--- src/rtl/multi_cycle_ctrl.sv ---
// Multi-cycle CPU control FSM: sequences IF/ID/EXE/MEM/WB and drives datapath enables and selects.
// Latency: 2 (jump/NOP), 3 (branch), 4 (ALU, sw) or 5 (lw) cycles per instruction; outputs are combinational from state.
// No backpressure; halt parks in ID until reset. Define MC_EXT_BRANCH_EN to decode bne/bltz.
module multi_cycle_ctrl #(
    parameter int OPW = 6
) (
    input  logic           CLK,
    input  logic           nReset,
    input  logic [OPW-1:0] Op_code,
    input  logic           Zero,
    input  logic           Sign,
    output logic           PCWre,
    output logic           IRWre,
    output logic           RegWre,
    output logic           nRD,
    output logic           nWR,
    output logic           ALUSrcA,
    output logic           ALUSrcB,
    output logic           ExtSel,
    output logic           DBDataSrc,
    output logic           WrRegDSrc,
    output logic [1:0]     RegDst,
    output logic [1:0]     PCSrc,
    output logic [2:0]     ALUOp,
    output logic [2:0]     State
);
    localparam logic [OPW-1:0] OP_ADD   = OPW'(6'b000000);
    localparam logic [OPW-1:0] OP_SUB   = OPW'(6'b000001);
    localparam logic [OPW-1:0] OP_ADDIU = OPW'(6'b000010);
    localparam logic [OPW-1:0] OP_AND   = OPW'(6'b010000);
    localparam logic [OPW-1:0] OP_ANDI  = OPW'(6'b010001);
    localparam logic [OPW-1:0] OP_ORI   = OPW'(6'b010010);
    localparam logic [OPW-1:0] OP_XORI  = OPW'(6'b010011);
    localparam logic [OPW-1:0] OP_SLL   = OPW'(6'b011000);
    localparam logic [OPW-1:0] OP_SLTI  = OPW'(6'b100110);
    localparam logic [OPW-1:0] OP_SLT   = OPW'(6'b100111);
    localparam logic [OPW-1:0] OP_SW    = OPW'(6'b110000);
    localparam logic [OPW-1:0] OP_LW    = OPW'(6'b110001);
    localparam logic [OPW-1:0] OP_BEQ   = OPW'(6'b110100);
    localparam logic [OPW-1:0] OP_J     = OPW'(6'b111000);
    localparam logic [OPW-1:0] OP_JR    = OPW'(6'b111001);
    localparam logic [OPW-1:0] OP_JAL   = OPW'(6'b111010);
    localparam logic [OPW-1:0] OP_HALT  = OPW'(6'b111111);

    typedef enum logic [2:0] {
        S_IF    = 3'b000,
        S_ID    = 3'b001,
        S_EXE_M = 3'b010,
        S_MEM   = 3'b011,
        S_WB_L  = 3'b100,
        S_EXE_B = 3'b101,
        S_EXE_A = 3'b110,
        S_WB_A  = 3'b111
    } state_t;

    state_t     state;
    logic       run;
    logic       is_alu, is_br, is_lw, is_sw, is_j, is_jr, is_jal, is_halt;
    logic       br_taken;
    logic [2:0] alu_op;
    logic       src_a, src_b, ext_sel;
    logic [1:0] reg_dst;

    assign is_alu  = (Op_code == OP_ADD)  || (Op_code == OP_SUB)  || (Op_code == OP_ADDIU) ||
                     (Op_code == OP_AND)  || (Op_code == OP_ANDI) || (Op_code == OP_ORI)   ||
                     (Op_code == OP_XORI) || (Op_code == OP_SLL)  || (Op_code == OP_SLTI)  ||
                     (Op_code == OP_SLT);
    assign is_lw   = (Op_code == OP_LW);
    assign is_sw   = (Op_code == OP_SW);
    assign is_j    = (Op_code == OP_J);
    assign is_jr   = (Op_code == OP_JR);
    assign is_jal  = (Op_code == OP_JAL);
    assign is_halt = (Op_code == OP_HALT);

`ifdef MC_EXT_BRANCH_EN
    localparam logic [OPW-1:0] OP_BNE  = OPW'(6'b110101);
    localparam logic [OPW-1:0] OP_BLTZ = OPW'(6'b110110);
    assign is_br    = (Op_code == OP_BEQ) || (Op_code == OP_BNE) || (Op_code == OP_BLTZ);
    assign br_taken = ((Op_code == OP_BEQ) && Zero) || ((Op_code == OP_BNE) && !Zero) ||
                      ((Op_code == OP_BLTZ) && Sign);
`else
    logic sign_unused;
    assign sign_unused = Sign;
    assign is_br       = (Op_code == OP_BEQ);
    assign br_taken    = Zero;
`endif

    // Datapath selects for the execute phase; held unchanged from EXE through WB.
    always_comb begin
        alu_op  = 3'b000;
        src_a   = 1'b0;
        src_b   = 1'b0;
        ext_sel = 1'b1;
        reg_dst = 2'b00;
        case (Op_code)
            OP_ADD:   reg_dst = 2'b10;
            OP_SUB:   begin alu_op = 3'b001; reg_dst = 2'b10; end
            OP_ADDIU: begin src_b = 1'b1; reg_dst = 2'b01; end
            OP_AND:   begin alu_op = 3'b100; reg_dst = 2'b10; end
            OP_ANDI:  begin alu_op = 3'b100; src_b = 1'b1; ext_sel = 1'b0; reg_dst = 2'b01; end
            OP_ORI:   begin alu_op = 3'b011; src_b = 1'b1; ext_sel = 1'b0; reg_dst = 2'b01; end
            OP_XORI:  begin alu_op = 3'b111; src_b = 1'b1; ext_sel = 1'b0; reg_dst = 2'b01; end
            OP_SLL:   begin alu_op = 3'b010; src_a = 1'b1; reg_dst = 2'b10; end
            OP_SLTI:  begin alu_op = 3'b110; src_b = 1'b1; reg_dst = 2'b01; end
            OP_SLT:   begin alu_op = 3'b110; reg_dst = 2'b10; end
            OP_SW:    src_b = 1'b1;
            OP_LW:    begin src_b = 1'b1; reg_dst = 2'b01; end
            default:  if (is_br) alu_op = 3'b001;
        endcase
    end

    // run holds the FSM in IF for the first edge after reset release.
    always_ff @(posedge CLK or negedge nReset) begin
        if (!nReset) begin
            state <= S_IF;
            run   <= 1'b0;
        end else if (!run) begin
            run <= 1'b1;
        end else begin
            case (state)
                S_IF:    state <= S_ID;
                S_ID: begin
                    if (is_alu)              state <= S_EXE_A;
                    else if (is_br)          state <= S_EXE_B;
                    else if (is_lw || is_sw) state <= S_EXE_M;
                    else if (is_halt)        state <= S_ID;
                    else                     state <= S_IF;
                end
                S_EXE_A: state <= S_WB_A;
                S_EXE_M: state <= S_MEM;
                S_MEM:   state <= is_lw ? S_WB_L : S_IF;
                default: state <= S_IF;
            endcase
        end
    end

    assign State = state;

    always_comb begin
        PCWre     = 1'b0;
        IRWre     = 1'b0;
        RegWre    = 1'b0;
        nRD       = 1'b1;
        nWR       = 1'b1;
        ALUSrcA   = 1'b0;
        ALUSrcB   = 1'b0;
        ExtSel    = 1'b0;
        DBDataSrc = 1'b0;
        WrRegDSrc = 1'b0;
        RegDst    = 2'b00;
        PCSrc     = 2'b00;
        ALUOp     = 3'b000;
        if (run) begin
            case (state)
                S_IF: IRWre = 1'b1;
                S_ID: begin
                    // Jumps and undefined opcodes retire here; halt never does.
                    PCWre  = !(is_alu || is_br || is_lw || is_sw || is_halt);
                    RegWre = is_jal;
                    if (is_j || is_jal) PCSrc = 2'b11;
                    else if (is_jr)     PCSrc = 2'b10;
                end
                default: begin
                    ALUOp     = alu_op;
                    ALUSrcA   = src_a;
                    ALUSrcB   = src_b;
                    ExtSel    = ext_sel;
                    RegDst    = reg_dst;
                    DBDataSrc = is_lw;
                    WrRegDSrc = (state != S_EXE_B);
                    case (state)
                        S_WB_A, S_WB_L: begin PCWre = 1'b1; RegWre = 1'b1; end
                        S_EXE_B: begin
                            PCWre = 1'b1;
                            PCSrc = br_taken ? 2'b01 : 2'b00;
                        end
                        S_MEM: begin
                            PCWre = is_sw;
                            nRD   = !is_lw;
                            nWR   = !is_sw;
                        end
                        default: ;
                    endcase
                end
            endcase
        end
    end
endmodule
--- config.mk ---
export PLATFORM = sky130hd
export DESIGN_NAME = multi_cycle_ctrl
export DESIGN_NICKNAME = d
export VERILOG_FILES = /design/src/rtl/multi_cycle_ctrl.sv
export SDC_FILE = /design/constraint.sdc
export NUM_CORES = 1
export LEC_CHECK = 0
export CAP_MARGIN = 20
export CORE_MARGIN = 2
export CORE_UTILIZATION = 30
export CTS_BUF_LIST = sky130_fd_sc_hd__clkbuf_2
export CTS_CLUSTER_SIZE = 25
export DETAILED_ROUTE_END_ITERATION = 10
export DONT_BUFFER_PORTS = 1
export PLACE_DENSITY_LB_ADDON = 0.25
export SLEW_MARGIN = 20
export SYNTH_ARGS = -nofsm -noshare
export SYNTH_HDL_FRONTEND = slang
export SYNTH_SLANG_ARGS = --single-unit
--- constraint.sdc ---
create_clock -name CLK -period 4.3 [get_ports CLK]
set_clock_uncertainty 0.1 [all_clocks]
set_input_delay 0.43 -clock CLK [delete_from_list [all_inputs] [get_ports CLK]]
set_output_delay 0.43 -clock CLK [all_outputs]
set_load 0.005 [all_outputs]
### Word-level counts from Yosys, hierarchy flattened

Cells that the tools add are included.

* flip-flop bits (word level): 4
* latch bits: 0
* memory bits (writable): 0
* memory bits (read-only): 0
* input bits: 10
* output and inout bits: 20
* logic and storage cells: 102
* memories kept: 0

* add/sub/neg operators: 0
* multipliers: 0
* div/mod/pow operators: 0
* $lt $le $gt $ge: 0
* equal/unequal tests: 24
* shift operators: 0
* muxes and demuxes: 46
* bitwise gates (word level): 0
* reduce and logical (&&, ||, !) cells: 30

Operators with widths (count)
* $eq 6x6->1 const B: 9
* $eq 6x5->1 const B: 5
* $mux 1: 28
* $pmux 3 s7: 1
* $logic_or 1x1->1: 15
* $mux 3: 5
* $pmux 3 s5: 1
* $eq 3x3->1 const B: 4
* $mux 2: 6
* $pmux 2 s2: 2
* $reduce_or 2->1: 4
* $reduce_or 7->1: 1
* $eq 3x2->1 const B: 2
* $eq 6x1->1 const B: 1
* $eq 6x2->1 const B: 1
* $logic_not 6->1: 1
* $pmux 1 s2: 3
* $reduce_or 3->1: 2
* $reduce_or 6->1: 1
* $reduce_or 5->1: 1
* $reduce_or 4->1: 1
* $eq 3x1->1 const B: 1
* $logic_not 1->1: 3
* $logic_not 3->1: 1
* $ne 3x3->1 const B: 1

### Logic depth before layout (Yosys ltp)

Gate-level depths: netlist of run 1.

* depth in word-level cells: 17
* gate-level depth with buffers: 6
* gate-level depth less buffers: 4

### Least setup slack after synthesis of run 1

No wires, ideal clock.

* path kind: input-to-output
* start point: input Op_code[0]
* end point: output ALUOp[0]
* arrival time: 1.377 ns
* data required time: 3.770 ns
* slack: 2.393 ns
* stages: 5
* path buffers: 1
* path through: buf_4 nor3b_2 o21ai_1 a21o_1 a2111oi_2

* word-level cells in the longest chain between the ends: 5
* elaborated cells on any way between the ends: 20

Ends and longest elaborated chain
* from (decl): RTL line 9 `input logic [OPW-1:0] Op_code,`
* $eq 6x6->1, or another cell as far along: RTL line 95 `case (Op_code)`
* $reduce_or 4->1 (no line), or another cell as far along
* $pmux 3 s7 (*): RTL line 95
* $mux 3 (*): RTL line 154 `case (state)`
* $mux 3 (*): RTL line 153 `if (run) begin`
* to (decl): RTL line 24 `output logic [2:0] ALUOp,`

Every way passes the cells marked *; elsewhere a longest branch is shown, timed or not.

### Worst setup path after layout of run 1

* start point: register state[1], in the netlist State[1]
* end point: output RegWre

* word-level cells in the longest chain between the ends: 5
* elaborated cells on any way between the ends: 8

Ends and longest elaborated chain
* from (decl): RTL line 56 `state_t state;`
* from (signal assigned): RTL line 131 `S_MEM: state <= is_lw ? S_WB_L : S_IF;`
* $eq 3x3->1: RTL line 171 `case (state)`
* $reduce_or 2->1
* $mux 1: RTL line 171
* $pmux 1 s2 (*): RTL line 154
* $mux 1 (*): RTL line 153
* to (decl): RTL line 14 `output logic RegWre,`

Marked as above.

==> reports/qor.yml, run 1 <==
sta:
  fin_setup_tns_ns: 0
  period_share_pct: 50.3
  whs_ns: 0.400
  report.final.slew_viol_count: 0
  hold_viol_final: 0
  rsz0062_at_grt: "no"
  fmax_ghz: 0.462
  min_period_ns: 2.16
  setup_viol: 0
global_route:
  grt_overflow: 0
  grt_max_degree: 21
  grt_pass1_vias: 742
  grt_pass1_wl_um: 3570
  grt_usage_pct: 13.8
  antenna_found_initial: 0
layout:
  seq_area_um2: 100
  multi_input_area_um2: 596
  fillerInstances: 282
  drive_above_1_share_pct: 8.41
  antennaDiodeCount: 0
  design_area_um2: 781
  nets: 119
  synthToLayoutAreaGrowth_pct: -2.95
clock_tree:
  ctsRootBufferMaster: "clkbuf_2"
  cts_buffers: 3
  clk_pin_slew_ns: 0.04
  clock_latency_ns: 0.20
  htree_levels: 1
  cts_sinks: 4
  post-cts-setup-buffers: 0
  cts_max_path_buffers: 2
  tritoncts: "done"
critical_path:
  r2r-end: "State[2]"
  worstPathArrival_ns: 1.63
  timing.rr.start: "State[1]"
  worstSetupPathType: "reg2out"
  required_ns: 3.77
  crit_path_start: "State[1]"
  crit_path_end_kind: "output pin"
  r2r_slack_ns: 2.90
  worst-path-max-fanout: 13
  worstRegToRegCells: 3
  startpoint_type: "register"
  crit_end: "RegWre"
drt:
  post_drt_wl_per_cell_um: 16.0
  wl_met1_um: 941
  drt_pre_antenna_iters: 4
  drtIter0Drc: 39
  wl_met3_um: 153
  vias: 874
  drc: 0
  finalWirelength_um: 2190
  met2WireLength_um: 1070
  maxUsedRoutingLayer: "met4"
  antenna_left: 0
  routed_via_density: 6.38
synthesis:
  syn_area_per_cell_um2: 6.88
  synth_nets: 127
  ys_warn_count: 0
  synth-edff-count: 0
  synth_area_um2: 805
  synth-seq-area-share_pct: 12.4
  ys_async_sr_fraction_pct: 100
  synth_top_flop_cell: "dfrtp_1"
  synth_seq_cells: 4
  ys_types: 50
  syn_inst: 117
status:
  status: "complete, no violations"
placement:
  placed_area_um2: 756
  gp_congestion: 0.733
  dp_hpwl_um: 1560
  port_buffers: 0
power:
  finalPower_uw: 239
  powerDensity_mw_per_mm2: 307
  vdd_drop_max_uv: 161
  leakage_nw: 0.265
die:
  chipWidth_um: 55.8
  io-pin-count: 30
  rows: 18
  coreArea_mm2: 0.00250
  die_h_um: 55.8
  die_area_mm2: 0.00311
  start_util_pct: 32.2
min_path:
  hold_path.class: "in2async"
run:
  cap_violations: 0
-- how the worst min path moves through the flow --
stage,slack (ns),startpoint,end
detailed placement,0.03,nReset,State[0]
CTS,0.39,nReset,State[0]
floorplan,0.03,nReset,State[0]
global route,0.40,nReset,State[0]
global placement,0.03,nReset,State[0]
finish,0.40,nReset,State[0]
-- metrics by stage --
step / utilization, % / setup slack [ns] / std cells
global placement: 30.2 / 2.35 / 133
finish: 31.2 / 2.14 / 137
detailed placement: 30.2 / 2.33 / 133
global route: 31.2 / 1.98 / 137
floorplan: - / 2.39 / 117
CTS: 31.2 / 2.11 / 137
-- power by group --
group	internal, mW	switching [mW]
clock network	0.0187	0.0134
logic	0.0545	0.0706
registers	0.0486	0.0335
total	0.122	0.117
-- metal layers --
layer | track usage (%) | vias up
li1 | - | 419
met1 | 16.9 | 426
met2 | 24.1 | 27
met3 | 3.95 | 2
met4 | 2.44 | 0
met5 | 0 | -
-- placed cells by master, fill, tap and decap left out, types with 3 or more instances in the layout --
cell type	count
a21oi_1	7
clkbuf_2	3
dfrtp_1	4
inv_1	4
nand2_1	7
nor2_1	11
nor2b_1	3
nor3_1	11
o21ai_0	7
-- worst max-delay path, cell delays in order, from the launching register on --
cell and delay, ns:
dfrtp_1 0.52, nor2_1 0.27, nand3_1 0.15, or3_1 0.33
a21boi_1 0.17
-- state kept, by name, indices dropped and copies added (netlist names) --
| register | count |
|---|---|
| run | 1 |
| State | 3 |
-- repair_timing --
action | CTS | global route
resized for setup | 0 | 0
endpoints found under the hold margin | 4 | 0
hold buffers | 1 | 0
-- cells in the mapped netlist (2+ instances only) --
cell type,number,area share [%]
nor2_1,11,5.1
nor3_1,11,6.8
buf_4,8,7.5
a21oi_1,7,4.4
nand2_1,7,3.3
o21ai_0,7,4.4
buf_2,6,3.7
dfrtp_1,4,12
inv_1,4,1.9
nor2b_1,3,2.3
a21boi_0,2,1.9
and3_1,2,1.6
and3b_1,2,2.2
nand2b_1,2,1.6
nand3_1,2,1.2
nand4_1,2,1.6
nor3b_1,2,1.9
nor3b_2,2,3.1
o211ai_1,2,1.9
-- cells by family after synthesis --
family                 share of synthesized area, %
AND/OR/NAND/NOR                                34.1
AO/OA/AOI/OAI                                  35.8
buffers and inverters                          13.5
flip-flops                                     12.4
multiplexers                                   2.64
XOR/XNOR                                       1.09
other                                         0.466
-- area by class of cell --
class                           count  area share [%]
Inverter                            4            1.92
Clock buffer                        3            1.92
Sequential cell                     4            12.8
Tap cell                           30            4.81
Multi-Input combinational cell     94            76.3
Timing Repair Buffer                2            2.24
Power figures use the tool's default switching activity.
==> run 2: changes to the inputs <==
==> constraint.sdc (replaced) <==
create_clock -name CLK -period 2.1 [get_ports CLK]
set_clock_uncertainty 0.1 [all_clocks]
set_input_delay 0.21 -clock CLK [delete_from_list [all_inputs] [get_ports CLK]]
set_output_delay 0.21 -clock CLK [all_outputs]
set_load 0.005 [all_outputs]
==> reports/qor.yml, run 2 (same netlist as run 1, synthesis figures left out) <==
global_route:
  grt_pass1_vias: 758
  grt_max_degree: 21
  grt_pass1_wl_um: 3660
  grt_overflow: 0
  antenna_found_initial: 0
  grt_usage_pct: 14.1
sta:
  min_period_ns: 1.90
  hold_viol_final: 0
  fmax_ghz: 0.527
  setup_slack_ns: 0.202
  report.final.slew_viol_count: 0
  setup_viol: 0
  rsz0062_at_grt: "no"
  period_share_pct: 90.4
  fin_setup_tns_ns: 0
layout:
  synthToLayoutAreaGrowth_pct: -2.02
  multi_input_area_um2: 596
  nets: 120
  layout_common_cells: "nor3_1, nor2_1, o21ai_0, nand2_1, a21oi_1"
  seq_area_um2: 100
  fillerInstances: 283
  antennaDiodeCount: 0
  drive_above_1_share_pct: 9.26
  largest_reg_flops: 3
  fin_util_pct: 31.5
critical_path:
  critical_path.max_stage_delay_ns: 0.49
  worstPathCellList: "nor2_1 > nand3_1 > or3_1 > a21boi_1"
  timing.rr.start: "State[1]"
  startpoint_type: "register"
  critPathSlowestCell: "dfrtp_1"
  worstPathArrival_ns: 1.59
  r2r_slack_ns: 0.73
  worstSetupPathType: "reg2out"
  worst-path-max-fanout: 11
  required_ns: 1.79
  crit_path_start: "State[2]"
  crit_path_end_kind: "output pin"
drt:
  drt_pre_antenna_iters: 4
  vias: 864
  drtIter0Drc: 42
  drc: 0
  finalWirelength_um: 2260
  post_drt_wl_per_cell_um: 16.4
  antenna_left: 0
  routed_via_density: 6.26
clock_tree:
  cts_resized: 0
  cts_max_path_buffers: 2
  ctsRootBufferMaster: "clkbuf_2"
  clock_latency_ns: 0.21
  clk_pin_slew_ns: 0.04
  tritoncts: "done"
  htree_levels: 1
  cts_sinks: 4
  cts_buffers: 3
placement:
  pre_cts_slack_ns: 0.444
  gp_congestion: 0.751
  port_buffers: 0
  dp_hpwl_um: 1610
die:
  chipWidth_um: 55.8
  coreArea_mm2: 0.00250
  start_util_pct: 32.2
  io-pin-count: 30
  rows: 18
  die_h_um: 55.8
  die_area_mm2: 0.00311
power:
  leakage_nw: 0.270
  powerDensity_mw_per_mm2: 645
  finalPower_uw: 509
  vdd_drop_max_uv: 397
status:
  status: "complete, no violations"
min_path:
  hold_path.class: "in2async"
run:
  cap_violations: 0
[run 2: cell types whose count changed in the layout (fill, tap and decap cells not counted)]
cell	before	now
buf_4	1	2
[run 2: worst paths after layout]
| check | endpoint | cells past startpoint |
|---|---|---|
| max reg2reg | State[2] | 3 |
| max | RegWre | 4 |
| min in group CLK | State[1] | 2 |
| min | State[2] | 1 |
| max in group asynchronous | State[1] | 1 |
| min reg2reg | State[0] | 1 |
[run 2: timing repair]
| action | 4_1_cts | 5_1_grt |
|---|---|---|
| endpoints found under the setup margin | 0 | 0 |
| endpoints found under the hold margin | 4 | 0 |
| hold buffers | 1 | 0 |
| setup buffers | 0 | 0 |
[run 2: critical path: cells and delay by family, from the launching register on]
family | cells | cell delay [ns]
AO/OA/AOI/OAI | 1 | 0.18
flip-flops | 1 | 0.49
AND/OR/NAND/NOR | 3 | 0.71
[run 2: metrics by stage]
step | std cells | cell area (µm²) | hold slack (ns)
4_1_cts | 138 | 788 | 0.162
5_1_grt | 138 | 788 | 0.166
2_1_floorplan | 117 | 805 | -0.186
6_report | 138 | 788 | 0.172
3_3_place_gp | 134 | 763 | -0.186
3_5_place_dp | 134 | 763 | -0.186
[run 2: final cells by class]
type	instances	area share, %
inverter	4	1.90
multi-input combinational	94	75.6
clock buffer	3	1.90
timing repair buffer	3	3.17
tap	30	4.76
sequential	4	12.7
[run 2: metal layers]
| metal | GRT usage, % | vias to the layer above | wire [µm] | share of wire [%] |
|---|---|---|---|---|
| li1 | - | 419 | - | - |
| met1 | 17.9 | 408 | 1010 | 45 |
| met2 | 23.5 | 35 | 1090 | 48 |
| met3 | 4.65 | 2 | 146 | 6.5 |
| met4 | 2.44 | 0 | 14 | 0.62 |
| met5 | 0 | - | 0 | 0 |
[run 2: power by group]
part	switching, mW	internal, mW
logic	0.156	0.121
clock network	0.0300	0.0384
registers	0.0639	0.0997
==> run 3: changes to the inputs <==
--- a/config.mk
+++ b/config.mk
@@ -17,3 +17,4 @@
 export SYNTH_ARGS = -nofsm -noshare
 export SYNTH_HDL_FRONTEND = slang
 export SYNTH_SLANG_ARGS = --single-unit
+export TNS_END_PERCENT = 30
==> results of run 3 <==
The final DEF is identical to that of run 2; final timing and power are the same.
==> RTL edit 1: new RTL, settings of run 3 <==
Put a register stage on the output `IRWre`, without a reset. The value now appears one clock later. The other outputs are not delayed to match.
--- a/src/rtl/multi_cycle_ctrl.sv
+++ b/src/rtl/multi_cycle_ctrl.sv
@@ -54,2 +54,4 @@
     } state_t;
+
+    logic IRWre_d;
 
@@ -140,3 +142,3 @@
         PCWre     = 1'b0;
-        IRWre     = 1'b0;
+        IRWre_d   = 1'b0;
         RegWre    = 1'b0;
@@ -154,3 +156,3 @@
             case (state)
-                S_IF: IRWre = 1'b1;
+                S_IF: IRWre_d = 1'b1;
                 S_ID: begin
@@ -187,2 +189,6 @@
     end
+    always_ff @(posedge CLK) begin
+        IRWre <= IRWre_d;
+    end
+
 endmodule
Formal check against the unedited RTL: not equivalent (Yosys sat finds a counterexample within 4 cycles, from zero or initial values and one cycle with nReset low).
==> RTL edit 1 against run 3 <==
- final area did not move
- worst setup slack gained 0.14 ns
- count of clock-buffer cells in the layout rose by 1
- core utilization increased by 0.58 points
- wire length shrank 4.5%
- fmax increased by 8.0%
- area after synthesis decreased by 5.0%
- via count grew 5.4%
- worst hold slack worse by 0.12 ns
- sequential cell count grew 1
- register-to-register slack worse by 0.08 ns
- power down 5.7%
- die area decreased by 4.6%
- critical path type unchanged
- critical endpoint is now ALUOp[0]
==> RTL edit 1: results (changes against run 3) <==
DPL Wire Length=1590 µm (-1.7%); Worst path max stage delay=0.61 ns (+0.12 ns); TritonCTS buffer count=3 (unchanged); crit path DAT=1.45 ns (-0.14 ns); overall fraction of global-route tracks in use=15.4% (+1.3 points); source of the worst register-to-register timing path=State[1]; final estimated routing congestion in global placement=0.816 (+8.6%); Leak Pwr=0.000277 µW (+2.5%); first-pass detailed-route iteration total=5 (+1); number of violations reported at the end of detailed-routing iteration 0=28 (-33%); number of global-route vias before repair=754 (-0.53%); post-placement cell count=141 (+5.2%); first-pass GRT wire length=3390 µm (-7.3%); top post-synthesis cells by count=a21oi_1, nor3_1, nand3_1, nor2_1, nand2_1; slack of the worst reg-to-reg path=0.65 ns (-0.08 ns); peak supply drop=417 µV (+5.0%); type of the tightest min-delay check=primary input to flip-flop; largest net degree at the start of global routing=23 (+9.5%); maximum fanout along the worst path=14 (+3); count of port buffers added during placement=0 (unchanged); leading cell types by total area after synthesis=dfrtp_1, a21oi_1, nor3_1, nand3_1, nor2_1; via count=911 (+5.4%); syn_nets=130 (+2.4%); Fin Hold WS=0.0540 ns (-0.118 ns); r2r endpoint=State[0]; sequential-to-total area share from yosys stat=15.7% (+3.3 points); synthesized area per cell=6.37 µm² (-7.4%); sum of negative setup slack=0 ns (unchanged); Critical path destination=ALUOp[0]; async set or reset register ratio after synthesis=80.0% (-20 points); outcome=complete, no violations; drt wl/cell=14.8 µm (-9.7%); share of layout cells above drive strength 1=8.62% (-0.64 points); filler instances=285 (+0.71%); count of distinct cell types in the synthesized netlist=43 (-14%); wirelength, routed=2160 µm (-4.5%)
==> RTL edit 1: cell count changes after synthesis, moves of 3 or more <==
cell,before,now
nand3_1,2,10
buf_4,8,1
a21oi_1,7,11
inv_1,4,7
==> RTL edit 1: layer usage <==
| metal | track usage (%) | routed length (µm) |
|---|---|---|
| met1 | 20.6 | 991 |
| met2 | 24.3 | 926 |
| met3 | 4.10 | 221 |
| met4 | 4.17 | 22 |
| met5 | 0 | 0 |
==> RTL edit 1: kinds of logic (layout without fill, tap and decap cells) <==
group	count (synthesis)	count (layout)	share of synthesized area [%]
AOI/OAI and AO/OA	39	39	34.4
and+or+nand+nor	55	55	36.5
other	1	1	0.491
muxes	1	1	1.31
buffers and inverters	19	15	11.6
DFF	5	5	15.7
==> RTL edit 1: through the flow <==
stage          area [µm²]  total power [µW]  util (%)  worst slack [ns]
4_1_cts               788               482      32.1             0.323
3_3_place_gp          758               386      30.9             0.570
3_5_place_dp          758               388      30.9             0.564
2_1_floorplan         764               370         -             0.578
6_report              788               480      32.1             0.342
5_1_grt               788               526      32.1             0.162
==> RTL edit 1: where the power goes <==
part           switching [µW]  leakage [µW]  internal [µW]  total (µW)
logic                     122      0.000201           88.2         210
clock network            37.4     0.0000166           50.4        87.8
registers                60.2     0.0000589            122         182
==> RTL edit 1: critical path, delay by kind of cell (launching register included) <==
family          cells  cell delay [ns]
flops               1             0.61
compound gates      2             0.43
buf+inv             1             0.20
==> RTL edit 1: area by class of cell <==
type                            instances  area, µm²  area share [%]
Tap cell                               30       37.5            4.76
Clock buffer                            4       20.0            2.54
Timing Repair Buffer                    3       25.0            3.17
Sequential cell                         5        120            15.2
Multi-Input combinational cell         96        556            70.5
Inverter                                8       30.0            3.81
==> RTL edit 2: new RTL, flow settings as in run 3 <==
Without the edit above. `OPW`: 6 -> 7.
--- a/src/rtl/multi_cycle_ctrl.sv
+++ b/src/rtl/multi_cycle_ctrl.sv
@@ -4,3 +4,3 @@
 module multi_cycle_ctrl #(
-    parameter int OPW = 6
+    parameter int OPW = 7
 ) (
Ports: changed (resized Op_code); port bits go from 30 to 31. The function was not compared with the original's and may differ.
==> RTL edit 2 against run 3 <==
- worst setup slack better by 0.026 ns
- non-clock buffer count is 2 lower
- highest routed layer is now met3
- global-route usage is 0.77 points higher
- sequential cell count stayed put
- area after synthesis is 16% lower
- wire length is 18% lower
- final area is 12% lower
Power is not compared: it rests on default switching activity, and its combinational part moved more than twofold at a synthesized area within 25%.
==> RTL edit 2: results (changes against run 3) <==
Worst path max stage delay=0.62 ns (+0.13 ns); Critical path destination=nRD; post-placement worst setup slack=0.483 ns (+0.0383 ns); GR Util met3=5.75% (+1.1 points); crit path DAT=1.56 ns (-0.03 ns); share of layout cells above drive strength 1=6.32% (-2.9 points); sequential-to-total area share from yosys stat=14.7% (+2.3 points); sequential cell fraction of total power=40.5%; met1 wire length=793 µm (-21%); fraction of met1 tracks used by global routing=18.8% (+0.94 points); filler instances=246 (-13%); DPL Wire Length=1390 µm (-14%); Fin Hold WS=0.163 ns (-0.00948 ns); slack of the worst reg-to-reg path=0.75 ns (+0.02 ns); count of distinct cell types in the synthesized netlist=43 (-14%); final estimated routing congestion in global placement=0.844 (+12%); met2 routed wirelength=881 µm (-19%); maximum fanout along the worst path=13 (+2); top post-synthesis cells by count=nor2_1, o21ai_0, nor2b_1; met2 GRT Util=23.5% (+0.035 points); first-pass GRT wire length=2980 µm (-19%); largest net degree at the start of global routing=18 (-14%); overall fraction of global-route tracks in use=14.9% (+0.77 points); Period minus WS final=1.87 ns (-0.0260 ns); leading cell types by total area after synthesis=dfrtp_1, nor2_1, o21ai_0, nor2b_1, nor4b_1; mux contribution to synthesized area=0% (-2.6 points); cell class contributing the biggest share of worst-path delay=flip-flops; met3 layer wire length in the routed design=176 µm (+21%); syn_nets=111 (-13%); clock slew at the register clock pins of the worst setup and hold paths=0.05 ns; number of global-route vias before repair=657 (-13%); outcome=complete, no violations; via count=741 (-14%); XOR/XNOR share of the synthesized area=1.29% (+0.20 points); drt wl/cell=15.0 µm (-8.3%); highest metal layer with signal wires=met3; number of violations reported at the end of detailed-routing iteration 0=18 (-57%)
## RTL edit 2: cell count changes in the layout (fill, tap and decap cells not counted), moves of 2 or more
cell / change
a21oi_1: -2
and4b_1: +2
buf_4: -2
nand2_1: -2
nand3_1: +2
nor2b_1: +3
nor3_1: -8
nor3b_2: -2
nor4b_1: +3
## RTL edit 2: what timing repair did
action | in CTS | in global routing
hold buffers | 1 | 0
endpoints found under the hold margin | 4 | 0
resized for setup | 0 | 0
## RTL edit 2: through the flow
stage | cells | area, µm²
floorplan | 100 | 679
global placement | 119 | 671
detailed placement | 119 | 671
CTS | 123 | 696
global route | 123 | 696
finish | 123 | 696
## RTL edit 2: cell type report
class	instances	area, µm²	area share (%)
Clock buffer	3	15.0	2.16
Inverter	4	15.0	2.16
Multi-Input combinational cell	83	520	74.8
Sequential cell	4	100	14.4
Tap cell	28	35.0	5.04
Timing Repair Buffer	1	10.0	1.44
